==> config.mk <==
export PLATFORM = sky130hd
export DESIGN_NAME = mmio_rd_arbiter_flat
export DESIGN_NICKNAME = d
export VERILOG_FILES = /design/src/rtl/mmio_rd_arbiter_if.sv /design/src/rtl/mmio_rd_arbiter.sv /design/src/flat_wrapper.sv
export SDC_FILE = /design/constraint.sdc
export NUM_CORES = 1
export LEC_CHECK = 0
export ABC_AREA = 1
export CAP_MARGIN = 15
export CORE_AREA = 2 2 117 119
export CTS_CLUSTER_SIZE = 28
export DETAILED_ROUTE_END_ITERATION = 6
export DIE_AREA = 0 0 119 121
export MAX_ROUTING_LAYER = met4
export PLACE_DENSITY = 0.69
export SKIP_CTS_REPAIR_TIMING = 1
export SLEW_MARGIN = 10
export SYNTH_ARGS = -nofsm -noshare
export SYNTH_HDL_FRONTEND = slang
export SYNTH_SLANG_ARGS = --single-unit
==> constraint.sdc <==
create_clock -name clk -period 3.24 [get_ports clk]
set_input_delay 0.324 -clock clk [delete_from_list [all_inputs] [get_ports clk]]
set_output_delay 0.324 -clock clk [all_outputs]
set_load 0.02 [all_outputs]
==> src/rtl/mmio_rd_arbiter_if.sv <==
// ---------------------------------------------------------------------------
// mmio_rd_if
// One MMIO read channel: an AR request handshake plus an R data handshake.
//   master modport : drives arAddr/arWidth/arValid and rReady,
//                    receives arReady, rData and rValid.
//   slave  modport : the opposite direction.
// Parameters: ADDR_W (address width), DATA_W (read data width).
// arWidth is the access size in bytes (1/2/4) and is always 32 bits wide.
// ---------------------------------------------------------------------------
interface mmio_rd_if #(
    parameter int ADDR_W = 32,
    parameter int DATA_W = 32
);
    logic [ADDR_W-1:0] arAddr;
    logic [31:0]       arWidth;
    logic              arValid;
    logic              arReady;
    logic [DATA_W-1:0] rData;
    logic              rValid;
    logic              rReady;

    modport master (
        output arAddr, arWidth, arValid, rReady,
        input  arReady, rData, rValid
    );

    modport slave (
        input  arAddr, arWidth, arValid, rReady,
        output arReady, rData, rValid
    );
endinterface

==> src/rtl/mmio_rd_arbiter.sv <==
// ---------------------------------------------------------------------------
// mmio_rd_arbiter
// Shares the single MMIO read channel between instruction fetch (master 0)
// and load/store (master 1). One read is in flight at a time:
//   IDLE : pick a winner, accept it combinationally, latch its addr/width
//   ADDR : present the latched request to the slave until s.arReady
//   DATA : pass the slave R beat straight through to the granted master
//
// Ports:
//   clk      : clock, rising edge
//   reset    : asynchronous, active-low
//   m0, m1   : mmio_rd_if.slave  - requesting masters
//   s        : mmio_rd_if.master - shared downstream slave channel
//   busy     : high whenever the arbiter is not idle
//   grant_id : index of the current or most recently granted master
//
// Configuration macro:
//   MMIO_ARB_RR_EN defined   : round-robin on contention (the master not
//                              granted last wins; master 0 wins the first
//                              tie after reset)
//   MMIO_ARB_RR_EN undefined : fixed priority, master 1 wins contention
// ---------------------------------------------------------------------------
module mmio_rd_arbiter #(
    parameter int ADDR_W = 32,
    parameter int DATA_W = 32
) (
    input  logic      clk,
    input  logic      reset,
    mmio_rd_if.slave  m0,
    mmio_rd_if.slave  m1,
    mmio_rd_if.master s,
    output logic      busy,
    output logic      grant_id
);

    typedef enum logic [1:0] {
        IDLE = 2'd0,
        ADDR = 2'd1,
        DATA = 2'd2
    } state_e;

    state_e            state_q;
    logic [ADDR_W-1:0] addr_q;
    logic [31:0]       width_q;
    logic              grant_q;
    logic              ar_valid_q;
    logic              busy_q;
`ifdef MMIO_ARB_RR_EN
    logic              last_q;   // master granted by the last completed read
`endif

    logic              win_d;    // master that would be accepted this cycle
    logic              accept;
    logic              in_data;
    logic              r_done;

    // -----------------------------------------------------------------------
    // Arbitration decision (combinational; only consumed in IDLE)
    // -----------------------------------------------------------------------
    always_comb begin
        // NOTE: every always_comb output gets a default first so no path
        // leaves it unassigned, which would infer a latch.
        win_d = 1'b0;
        if (m0.arValid && m1.arValid) begin
`ifdef MMIO_ARB_RR_EN
            win_d = ~last_q;
`else
            win_d = 1'b1;
`endif
        end else begin
            win_d = m1.arValid;
        end
    end

    // Gating with reset keeps arReady low while reset is held even though
    // the acceptance path is combinational from arValid.
    assign accept  = reset && (state_q == IDLE) && (m0.arValid || m1.arValid);
    assign in_data = (state_q == DATA);
    assign r_done  = in_data && s.rValid && s.rReady;

    // -----------------------------------------------------------------------
    // Combinational handshake outputs
    // -----------------------------------------------------------------------
    always_comb begin
        m0.arReady = accept && !win_d;
        m1.arReady = accept &&  win_d;

        // R is a zero-latency pass-through; the non-granted side sees zeros.
        s.rReady   = in_data && (grant_q ? m1.rReady : m0.rReady);
        m0.rValid  = in_data && !grant_q && s.rValid;
        m1.rValid  = in_data &&  grant_q && s.rValid;
        m0.rData   = (in_data && !grant_q) ? s.rData : '0;
        m1.rData   = (in_data &&  grant_q) ? s.rData : '0;

        s.arAddr   = addr_q;
        s.arWidth  = width_q;
        s.arValid  = ar_valid_q;
        busy       = busy_q;
        grant_id   = grant_q;
    end

    // -----------------------------------------------------------------------
    // FSM with registered AR-side outputs
    // -----------------------------------------------------------------------
    // NOTE: sequential state uses non-blocking assignments so every register
    // samples the pre-edge value of every other register.
    always_ff @(posedge clk or negedge reset) begin
        if (!reset) begin
            state_q    <= IDLE;
            addr_q     <= '0;
            width_q    <= '0;
            grant_q    <= 1'b0;
            ar_valid_q <= 1'b0;
            busy_q     <= 1'b0;
`ifdef MMIO_ARB_RR_EN
            last_q     <= 1'b1;
`endif
        end else begin
            case (state_q)
                IDLE: begin
                    if (accept) begin
                        addr_q     <= win_d ? m1.arAddr  : m0.arAddr;
                        width_q    <= win_d ? m1.arWidth : m0.arWidth;
                        grant_q    <= win_d;
                        ar_valid_q <= 1'b1;
                        busy_q     <= 1'b1;
                        state_q    <= ADDR;
                    end
                end
                ADDR: begin
                    if (s.arReady) begin
                        ar_valid_q <= 1'b0;
                        state_q    <= DATA;
                    end
                end
                DATA: begin
                    if (r_done) begin
                        busy_q  <= 1'b0;
                        state_q <= IDLE;
`ifdef MMIO_ARB_RR_EN
                        last_q  <= grant_q;
`endif
                    end
                end
                default: begin
                    ar_valid_q <= 1'b0;
                    busy_q     <= 1'b0;
                    state_q    <= IDLE;
                end
            endcase
        end
    end

endmodule
==> src/flat_wrapper.sv <==
// flat-port wrapper written by rule: the top's interface ports become plain ports
module mmio_rd_arbiter_flat 
#(
    parameter int ADDR_W = 32,
    parameter int DATA_W = 32
)
  (clk, reset, busy, grant_id, m0_arAddr, m0_arWidth, m0_arValid, m0_rReady, m0_arReady, m0_rData, m0_rValid, m1_arAddr, m1_arWidth, m1_arValid, m1_rReady, m1_arReady, m1_rData, m1_rValid, s_arAddr, s_arWidth, s_arValid, s_rReady, s_arReady, s_rData, s_rValid);
  mmio_rd_if #(.ADDR_W(ADDR_W), .DATA_W(DATA_W)) m0_i ();
  mmio_rd_if #(.ADDR_W(ADDR_W), .DATA_W(DATA_W)) m1_i ();
  mmio_rd_if #(.ADDR_W(ADDR_W), .DATA_W(DATA_W)) s_i ();
  input  logic clk;
  input  logic reset;
  output logic busy;
  output logic grant_id;
  input wire logic [$bits(m0_i.arAddr)-1:0] m0_arAddr;
  input wire logic [$bits(m0_i.arWidth)-1:0] m0_arWidth;
  input wire logic [$bits(m0_i.arValid)-1:0] m0_arValid;
  input wire logic [$bits(m0_i.rReady)-1:0] m0_rReady;
  output wire logic [$bits(m0_i.arReady)-1:0] m0_arReady;
  output wire logic [$bits(m0_i.rData)-1:0] m0_rData;
  output wire logic [$bits(m0_i.rValid)-1:0] m0_rValid;
  input wire logic [$bits(m1_i.arAddr)-1:0] m1_arAddr;
  input wire logic [$bits(m1_i.arWidth)-1:0] m1_arWidth;
  input wire logic [$bits(m1_i.arValid)-1:0] m1_arValid;
  input wire logic [$bits(m1_i.rReady)-1:0] m1_rReady;
  output wire logic [$bits(m1_i.arReady)-1:0] m1_arReady;
  output wire logic [$bits(m1_i.rData)-1:0] m1_rData;
  output wire logic [$bits(m1_i.rValid)-1:0] m1_rValid;
  output wire logic [$bits(s_i.arAddr)-1:0] s_arAddr;
  output wire logic [$bits(s_i.arWidth)-1:0] s_arWidth;
  output wire logic [$bits(s_i.arValid)-1:0] s_arValid;
  output wire logic [$bits(s_i.rReady)-1:0] s_rReady;
  input wire logic [$bits(s_i.arReady)-1:0] s_arReady;
  input wire logic [$bits(s_i.rData)-1:0] s_rData;
  input wire logic [$bits(s_i.rValid)-1:0] s_rValid;
  assign m0_i.arAddr = m0_arAddr;
  assign m0_i.arWidth = m0_arWidth;
  assign m0_i.arValid = m0_arValid;
  assign m0_i.rReady = m0_rReady;
  assign m0_arReady = m0_i.arReady;
  assign m0_rData = m0_i.rData;
  assign m0_rValid = m0_i.rValid;
  assign m1_i.arAddr = m1_arAddr;
  assign m1_i.arWidth = m1_arWidth;
  assign m1_i.arValid = m1_arValid;
  assign m1_i.rReady = m1_rReady;
  assign m1_arReady = m1_i.arReady;
  assign m1_rData = m1_i.rData;
  assign m1_rValid = m1_i.rValid;
  assign s_arAddr = s_i.arAddr;
  assign s_arWidth = s_i.arWidth;
  assign s_arValid = s_i.arValid;
  assign s_rReady = s_i.rReady;
  assign s_i.arReady = s_arReady;
  assign s_i.rData = s_rData;
  assign s_i.rValid = s_rValid;
  mmio_rd_arbiter #(.ADDR_W(ADDR_W), .DATA_W(DATA_W)) u_core (.clk(clk), .reset(reset), .m0(m0_i), .m1(m1_i), .s(s_i), .busy(busy), .grant_id(grant_id));
endmodule
### Word-level counts from Yosys, hierarchy flattened

Cells that the tools add are included.
W data, S select, Z words.

* register bits: 69
* input bits: 168
* output and inout bits: 136
* word-level logic and storage cells: 48

* equal/unequal tests: 5
* mux-type cells: 15
* bitwise operators: 2
* reduce and logical (&&, ||, !) cells: 20

Operators by type and width (number)
* $mux W32: 4
* $logic_and A1 B1 Y1: 12
* $reduce_and A3 Y1: 3
* $mux W2: 3
* $pmux W1 S3: 2
* $pmux W2 S3: 1
* $mux W1: 5
* $ne A2 B2 Y1 const B: 2
* $eq A2 B1 Y1 const B: 1
* $eq A2 B2 Y1 const B: 1
* $logic_not A1 Y1: 2
* $logic_not A2 Y1: 1
* $ne A2 B1 Y1 const B: 1
* $not A1 Y1: 2
* $reduce_and A2 Y1: 1
* $logic_or A1 B1 Y1: 1

### Logic depth before layout (Yosys ltp)

* depth in word-level cells: 5
* gate-level depth with buffers: 9
* depth with buffers taken out: 8

### Worst setup path before layout

OpenSTA, ideal clock, no wires.

* kind: flip-flop to output port
* start point: register u_core.state_q[0]
* end point: output m0_rData[0]
* arrival: 1285 ps
* required time: 2916 ps
* setup slack: 1631 ps
* stages on the path, launching flop included: 5
* buffers on the path: 1
* cell sequence: dfrtp_1 nor2_1 nand2_1 clkbuf_1 nor2_1

* word-level cells in the longest chain between the ends: 3

RTL lines
* start, declared: line mmio_rd_arbiter.sv:42 `state_e state_q;`
* start signal, assigned: line mmio_rd_arbiter.sv:109 `state_q <= IDLE;`
* start signal, assigned: line mmio_rd_arbiter.sv:127 `state_q <= ADDR;`
* start signal, assigned: line mmio_rd_arbiter.sv:133 `state_q <= DATA;`
* $eq A2 B2 Y1: line mmio_rd_arbiter.sv:78 `assign in_data = (state_q == DATA);`
* $logic_and A1 B1 Y1: line mmio_rd_arbiter.sv:92 `m0.rData = (in_data && !grant_q) ? s.rData : '0;`
* $mux W32: line mmio_rd_arbiter.sv:92
* end, declared: line flat_wrapper.sv:20 `output wire logic [$bits(m0_i.rData)-1:0] m0_rData;`

Every way passes these cells.

### Worst setup path in the final report

* start point: register u_core.state_q[1]
* end point: output m1_rData[17]

* word-level cells in the longest chain between the ends: 3

RTL lines
* $eq A2 B2 Y1: line mmio_rd_arbiter.sv:78
* $logic_and A1 B1 Y1: line mmio_rd_arbiter.sv:93 `m1.rData = (in_data && grant_q) ? s.rData : '0;`
* $mux W32: line mmio_rd_arbiter.sv:93
* end, declared: line flat_wrapper.sv:27 `output wire logic [$bits(m1_i.rData)-1:0] m1_rData;`

Every way passes these cells.

==> metrics.md <==
| Metric | Value |
|---|---|
| Outcome | `finished, final reports clean` |
| Largest net degree at the start of global routing | `70` |
| Synth cell types | `13` |
| Worst-skew pair later-pin latency | `0.33 ns` |
| Routed Antenna Nets | `0` |
| CTS Buf Count | `9` |
| GPL Wtd Cong | `0.879` |
| Synth Area per Inst | `7.12 sq um` |
| Clk sinks | `69` |
| Final hold viol count | `0` |
| Vias/cell | `4.40` |
| Iter 0 DRT Violations | `195` |
| WL final | `13800 um` |
| Crit. End Element | `primary output` |
| Yosys reg bits | `69` |
| Post-Synthesis Cells | `483` |
| Register area share after synthesis | `50.2%` |
| Sw Pwr | `2.16 mW` |
| Combinational share of power | `53.6%` |
| Post-route design area | `0.00690 sq mm` |
| Worst-path clk slew | `0.05 ns` |
| Final period util | `76.0%` |
| Warning count from the yosys run | `0` |
| Layout Cells excl Fill | `959` |
| H-tree levels | `3` |
| Met3 capacity usage during global routing | `4.46%` |
| Period minus WS final | `2.46 ns` |
| Worst setup SP type | `flop` |
| Synth Cell Area | `0.00344 sq mm` |
| Via count | `4220` |
| Synthesized net count | `651` |
| Boundary pin count | `304` |
| Slew headroom | `41.5%` |
| Max cap viols | `0` |
| Clk root buf | `clkbuf_16` |
| Die W | `119 um` |
| CP peak stage delay | `0.62 ns` |
| Rows | `42` |
| GRT Overall Usage | `19.6%` |
| Clk_skew | `0.00342 ns` |
| Share of cells above drive strength 1 | `3.20%` |
| Fillers | `1206` |
| Endpoints failing setup | `0` |
| Final #Nets | `944` |
| Sequential Area | `0.00173 sq mm` |
| Placed Area | `0.00658 sq mm` |
| VDD IR-drop max | `0.368 mV` |
| Number of global-route vias before repair | `4203` |
| PD cells | `796 mW/mm^2` |
| CTS Buffer Depth | `2` |
| Reg power frac | `27.8%` |
| GR met2 Demand/Resource | `35.1%` |
| Slowest library cell on the worst path | `clkdlybuf4s50_1` |
| Core ar. | `0.0131 sq mm` |
| Antenna violations before repair | `2` |
| Critical path, cell by cell | `inv_1, nor2_1, nand2_1, buf_4, nor2_1, clkdlybuf4s50_1` |
| Reg-to-reg critical path startpoint | `u_core.state_q[0]` |
| Net Sw Frac | `39.4%` |
| Die Height | `121 um` |
| Clock share of power | `18.6%` |
| Data arrival, critical path | `2.14 ns` |
| CP Class | `flop to primary output` |
| 1st-pass router iterations | `4` |
| FMAX | `406 MHz` |
| CTS tree | `done` |
| Required time of the critical path | `2.92 ns` |
| Busiest grt layer | `met2` |
| Global-route wire length before repair | `21300 um` |
| GR Util met1 | `20.2%` |
| Fin util | `52.7%` |
| Multi-input logic area | `0.00142 sq mm` |
| Worst-Margin Slew | `0.877 ns` |
| Crit path max fanout | `33` |
| Pint | `3.33 mW` |
| Final setup TNS | `0 ns` |
| Cells after DPL | `941` |
| Slew Viols, Final | `0` |
| Grt ovf | `0` |
| Hold crit path type | `input port to async pin` |
| Leakage power | `3.11 nW` |
| Initial core utilization | `26.3%` |
| Die area | `0.0144 sq mm` |
| Routed len/inst | `14.3 um` |
| DRC violations left | `0` |
| Port bufs | `303` |
| CP Launch Point | `u_core.state_q[1]` |
| Layout area overhead | `101%` |
| Post-DP HPWL | `10600 um` |
| Most used cell, CP | `nor2_1` |
| Unrepaired setup endpoints after global routing | `no` |
## Yosys cell counts, drive strengths merged
master / count / area share [%]
clkbuf: 10 / 1.1
dfrtp: 69 / 50
buf: 17 / 3.6
o21ai: 3 / 0.44
o21bai: 1 / 0.22
inv: 38 / 4.1
nand2: 206 / 22
nor2: 72 / 8.0
nand3: 67 / 9.8
## worst paths after layout
kind / end / slack, ns / depth (start not counted)
min: u_core.state_q[0] / 0.23 / 2
max in group asynchronous: u_core.s.arWidth[6] / 2.45 / 2
max: m1_rData[17] / 0.78 / 6
min reg2reg: u_core.busy / 0.47 / 2
max reg2reg: u_core.s.arWidth[28] / 1.40 / 8
min in group clk: u_core.busy / 0.47 / 2
## cell type report
type	count	area share, %
Antenna cell	2	0.0725
Clock buffer	14	3.97
Clock inverter	2	0.562
Inverter	38	2.07
Multi-Input combinational cell	349	20.6
Sequential cell	69	25.0
Tap cell	176	3.19
Timing Repair Buffer	309	44.6
## kinds of logic after synthesis
family          after synthesis  share of synthesized area [%]
simple gates                345                           40.2
flops                        69                           50.2
buf+inv                      65                           8.88
compound gates                4                          0.655
## cells in the final DEF, fill, tap and decap left out, types with 2 or more instances in the layout
cell type | Yosys | final
clkdlybuf4s50_1 | 0 | 302
nand2_1 | 206 | 206
nor2_1 | 70 | 69
dfrtp_1 | 69 | 69
nand3_1 | 67 | 67
inv_1 | 37 | 37
clkbuf_16 | 0 | 9
buf_4 | 1 | 7
o21ai_0 | 3 | 3
clkbuf_8 | 0 | 3
diode_2 | 0 | 2
nor2_4 | 0 | 2
clkbuf_1 | 10 | 2
## power by group through the flow
stage / combinational, mW / sequential, mW / clock (mW)
floorplan: 0.929 / 2.02 / 0
global placement: 2.94 / 1.51 / 0
detailed placement: 2.97 / 1.53 / 0
CTS: 2.98 / 1.53 / 1.05
global route: 3.15 / 1.58 / 1.09
finish: 2.95 / 1.52 / 1.02
## state kept, by name (all words and copies together), names as in the netlist
| signal | cells |
|---|---|
| u_core.busy | 1 |
| u_core.s.arWidth | 32 |
| u_core.s.arAddr | 32 |
| u_core.s.arValid | 1 |
| u_core.grant_id | 1 |
| u_core.state_q | 2 |
## routing by layer
metal / vias up / share of wire, %
met3: 22 / 7.1
met4: 0 / 2.8
met2: 221 / 52
li1: 2055 / -
met5: - / 0
met1: 1922 / 38
## worst max-delay path, delay by kind of cell, from the launching register on
kind	cells	cell delay, ns
AND/OR/NAND/NOR	3	0.50
buffers and inverters	3	0.94
flip-flops	1	0.37
## stage by stage
stage / total power [mW] / hold WS [ns] / worst slack, ns
4_1_cts: 5.56 / 0.254 / 0.747
5_1_grt: 5.83 / 0.307 / 0.593
3_5_place_dp: 4.49 / 0.460 / 1.04
2_1_floorplan: 2.94 / 0.0284 / 1.63
3_3_place_gp: 4.45 / 0.459 / 1.06
6_report: 5.49 / 0.226 / 0.779
Note: power is estimated with default switching activity, not from simulation.
